$ cat src/rtl/uart_tx_ctrl.sv
// UART transmit frame controller.
// Serializes a parallel word LSB-first at one bit per baud clock and drives the
// selector, data bit and parity bit of the downstream TX output mux.
module uart_tx_ctrl #(
    parameter int DATA_WIDTH = 8
) (
    input  logic                  clk,
    input  logic                  rst,
    input  logic [DATA_WIDTH-1:0] p_data,
    input  logic                  data_valid,
    input  logic                  par_en,
    input  logic                  par_typ,
    output logic [2:0]            mux_sel,
    output logic                  ser_data,
    output logic                  par_bit,
    output logic                  busy
);

    localparam int CNT_W = (DATA_WIDTH > 1) ? $clog2(DATA_WIDTH) : 1;
    // Counter value of the last DATA cycle; the frame leaves DATA here, so the
    // counter never needs to wrap.
    localparam logic [CNT_W-1:0] CNT_LAST = CNT_W'(DATA_WIDTH - 1);

    // Encodings double as the mux selector value.
    typedef enum logic [2:0] {
        S_IDLE   = 3'd0,
        S_START  = 3'd1,
        S_DATA   = 3'd2,
        S_PARITY = 3'd3,
        S_STOP   = 3'd4
    } state_t;

    state_t                state_q,   state_d;
    logic [DATA_WIDTH-1:0] shift_q,   shift_d;
    logic [CNT_W-1:0]      cnt_q,     cnt_d;
    logic                  par_en_q,  par_en_d;
    logic                  par_bit_q, par_bit_d;
    logic                  accept;

    // Next-state, datapath and acceptance logic.
    always_comb begin
        state_d   = state_q;
        shift_d   = shift_q;
        cnt_d     = cnt_q;
        par_en_d  = par_en_q;
        par_bit_d = par_bit_q;

        // A new word is only taken when the line is idle or finishing a frame,
        // which gives back-to-back frames without queuing anything mid-frame.
        accept = data_valid && ((state_q == S_IDLE) || (state_q == S_STOP));

        if (accept) begin
            shift_d   = p_data;
            par_en_d  = par_en;
            par_bit_d = par_typ ? ~^p_data : ^p_data;
            cnt_d     = '0;
        end

        case (state_q)
            S_IDLE: begin
                if (accept) begin
                    state_d = S_START;
                end
            end
            S_START: begin
                state_d = S_DATA;
            end
            S_DATA: begin
                shift_d = shift_q >> 1;
                if (cnt_q == CNT_LAST) begin
                    state_d = par_en_q ? S_PARITY : S_STOP;
                end else begin
                    cnt_d = cnt_q + CNT_W'(1);
                end
            end
            S_PARITY: begin
                state_d = S_STOP;
            end
            S_STOP: begin
                state_d = accept ? S_START : S_IDLE;
            end
            default: begin
                // Unreachable encodings fall back to idle.
                state_d = S_IDLE;
            end
        endcase
    end

    // State and datapath registers; reset clears everything, dropping any frame.
    always_ff @(posedge clk) begin
        if (rst) begin
            state_q   <= S_IDLE;
            shift_q   <= '0;
            cnt_q     <= '0;
            par_en_q  <= 1'b0;
            par_bit_q <= 1'b0;
        end else begin
            state_q   <= state_d;
            shift_q   <= shift_d;
            cnt_q     <= cnt_d;
            par_en_q  <= par_en_d;
            par_bit_q <= par_bit_d;
        end
    end

    assign mux_sel  = state_q;
    assign busy     = (state_q != S_IDLE);
    assign ser_data = shift_q[0];
    assign par_bit  = par_bit_q;

endmodule
$ cat config.mk
export PLATFORM = sky130hd
export DESIGN_NAME = uart_tx_ctrl
export DESIGN_NICKNAME = d
export VERILOG_FILES = /design/src/rtl/uart_tx_ctrl.sv
export SDC_FILE = /design/constraint.sdc
export NUM_CORES = 1
export LEC_CHECK = 0
export ABC_AREA = 1
export CAP_MARGIN = 20
export CORE_ASPECT_RATIO = 0.8
export CORE_MARGIN = 2
export CORE_UTILIZATION = 44
export DETAILED_ROUTE_END_ITERATION = 7
export GPL_ROUTABILITY_DRIVEN = 0
export GPL_TIMING_DRIVEN = 0
export PLACE_DENSITY = 0.73
export SLEW_MARGIN = 5
export SYNTH_ARGS = -nofsm -noshare
export SYNTH_HDL_FRONTEND = slang
export SYNTH_SLANG_ARGS = --single-unit
$ cat constraint.sdc
create_clock -name clk -period 1.18 [get_ports clk]
set_clock_uncertainty 0.05 [all_clocks]
set_input_delay 0.354 -clock clk [delete_from_list [all_inputs] [get_ports clk]]
set_output_delay 0.354 -clock clk [all_outputs]
set_load 0.05 [all_outputs]
==> run metrics <==
clock sinks=16; run status=finished, violations left; Setup Crit Path Kind=reg2out; Root Driver=clkbuf_4; Avg Vias per Cell=roughly 5.7; CP required=roughly 780 ps; initial DRC count=50; crit-path max FO=3; slowest cell on the critical path=dfxtp_4; Synth Area per Inst=about 7 um^2; Starting Density=47.6%; Max Cap Violations=0; final hold violation count=0; CP arrival=roughly 1000 ps; DP Cell Count=roughly 170; Setup Viol. Count Final=21; Crit path max-delay family=flip-flops; slack of the critical path=-251 ps; sum of buffers and inverters on the critical path=1; filler cell count=110; final cell count without fillers=189; crit share post-route=121%; CP peak stage delay=around 370 ps; Yosys warnings=0; Routed WL=around 3200 um; Core ar.=1910 um^2; Distinct cells, synth=20; initial antenna violation count=0; fraction of layout cells with a size suffix above 1=between 50% and 60%; via count=roughly 1100; # DRC=0; layout net count=about 180; GRT Residual Overflow=0; sequential element share of the synthesized area=between 30% and 40%; Least-Margin Pin Slew=around 320 ps; Power Density=around 2700 nW/um^2; post-layout min period=1430 ps; Critical Path Sink Type=output pin; failing checks=negative setup slack; post-detail-place hpwl=1500 um; Syn Inst Count=129; Reg clk slew, reported paths=roughly 100 ps; Max IR drop VDD=about 0.0022 V; fmax=~0.7 GHz; overall power=approximately 0.0041 W; Die Span X=approximately 55 um; CTS tree=built; Die Height=44.7 um; flip-flop and latch area=about 340 um^2; global-route wire length before repair=roughly 4600 um; die area=between 2000 and 2500 um^2; Core Rows=14; Slew headroom=78.5%; vias in the first global route=approximately 990; unrepaired setup endpoints after global routing=yes; Yosys reg bits=16; Post-CTS Hold Buffers=0; Ports=19; clock latency on the worst-skew pair=310 ps; Startpoint Class=flip-flop; setup tns final=-2850 ps; n_diodes=0; Routed Antenna Nets=0; largest net degree at the start of global routing=11; fin. max-slew vios=0; drt pass-1 iters=4; total leakage power=roughly 0.71 nW; PortBufs=18; worst-path cell chain=nor2_4, nand2_4, buf_8; H-Tree Depth=1; Syn Nets=between 100 and 150; clk buf depth=2; All-Layer GR Usage=27.8%; worst min path class=reg2reg; Inserted Clock Buffers=3; DR WL/cell=roughly 17 um; area of the multi-input gates=roughly 650 um^2; Area Growth Syn to Fin=69.9%; synthesized cell area=about 910 um^2
-- report_power, final --
group / total (W) / switching (W) / leakage, nW / internal [W]
sequential: 0.000936 / 0.000189 / 0.135 / 0.000747
combinational: 0.00281 / 0.00154 / 0.553 / 0.00127
clock: 0.000378 / 0.000189 / 0.0210 / 0.000189
total: 0.00412 / 0.00191 / 0.709 / 0.00221
-- routing by layer --
layer	routed length [um]	vias to the layer above	GRT usage, %
met3	262	18	8.78
met5	0	-	0
li1	-	489	-
met2	1560	67	42.4
met1	1300	497	35.4
met4	131	0	13.0
-- repair_timing --
item / CTS / global route
cloned: 2 / 0
resized for setup: 86 / 27
endpoints found under the setup margin: 21 / 22
buffers inserted: 9 / 4
pin swaps: 7 / 9
-- final timing paths --
check	from	end	slack, ps	depth (start not counted)
worst min-delay path	cnt_q[0]	cnt_q[0]	390	1
worst min register to register	cnt_q[0]	cnt_q[0]	390	1
worst max register to register	mux_sel[0]	shift_q[6]	-210	8
worst max-delay path	mux_sel[0]	busy	-250	3
-- state kept, by name, indices dropped and copies added (netlist names) --
name and count:
cnt_q 3, mux_sel 3, par_bit 1, par_en_q 1
shift_q 8
-- final cells by class --
cell class              count  share of cell area [%]
plain buffers               3                    2.27
repair buffers             32                    23.8
inverters                  21                    5.91
well taps                  24                    1.94
flip-flops and latches     16                    21.7
multi-input cells          89                    42.0
clock buffers               4                    2.35
-- cell usage after synthesis --
| library cell | count | area (um^2) |
|---|---|---|
| nand2_1 | 35 | 131 |
| inv_1 | 20 | 75.1 |
| dfxtp_1 | 16 | 320 |
| a21oi_1 | 10 | 50.1 |
| o21ai_2 | 9 | 78.8 |
| nor2_1 | 6 | 22.5 |
| o21ai_1 | 6 | 30.0 |
| nand3_1 | 5 | 25.0 |
| a21oi_2 | 4 | 35.0 |
| nand2_2 | 4 | 25.0 |
| o21ai_0 | 3 | 15.0 |
| buf_6 | 2 | 22.5 |
| ha_1 | 2 | 25.0 |
| a311oi_1 | 1 | 8.76 |
| clkbuf_1 | 1 | 3.75 |
| inv_4 | 1 | 6.26 |
| nor2_4 | 1 | 11.3 |
| o211ai_1 | 1 | 7.51 |
| o31ai_1 | 1 | 7.51 |
| xor2_1 | 1 | 8.76 |
-- metrics by stage --
stage	instance area [um^2]	util, %	worst slack [ps]	hold WS (ps)
2_1_floorplan	947	-	-80.1	372
3_3_place_gp	1160	60.6	-493	394
3_5_place_dp	1160	60.6	-498	399
4_1_cts	1440	75.2	-229	387
5_1_grt	1550	80.9	-295	401
6_report	1550	80.9	-251	390
-- kinds of logic (layout without fill, tap and decap cells) --
group	after synthesis	count (layout)	synth area share, %
compound gates	35	35	25.6
xor+xnor	1	1	0.963
fa+ha+maj	2	2	2.75
buf+inv	24	60	11.8
flops	16	16	35.2
simple gates	51	51	23.7
-- layout by cell type, fill, tap and decap left out, types with 3 or more instances in the layout --
cell             count
buf_6                3
dfxtp_4              3
nand2_2              4
dfxtp_1             10
inv_1               10
nand2_8              3
nand3_1              4
dfxtp_2              3
o21ai_2             14
nor2_1               4
a21oi_1              8
inv_2                7
buf_8                8
clkbuf_4             3
dlygate4sd2_1        9
nand2_1             29
nand2_4              3
a21oi_2              6
clkdlybuf4s50_1      3
buf_4                8
inv_4                3
Power figures use the tool's default switching activity.
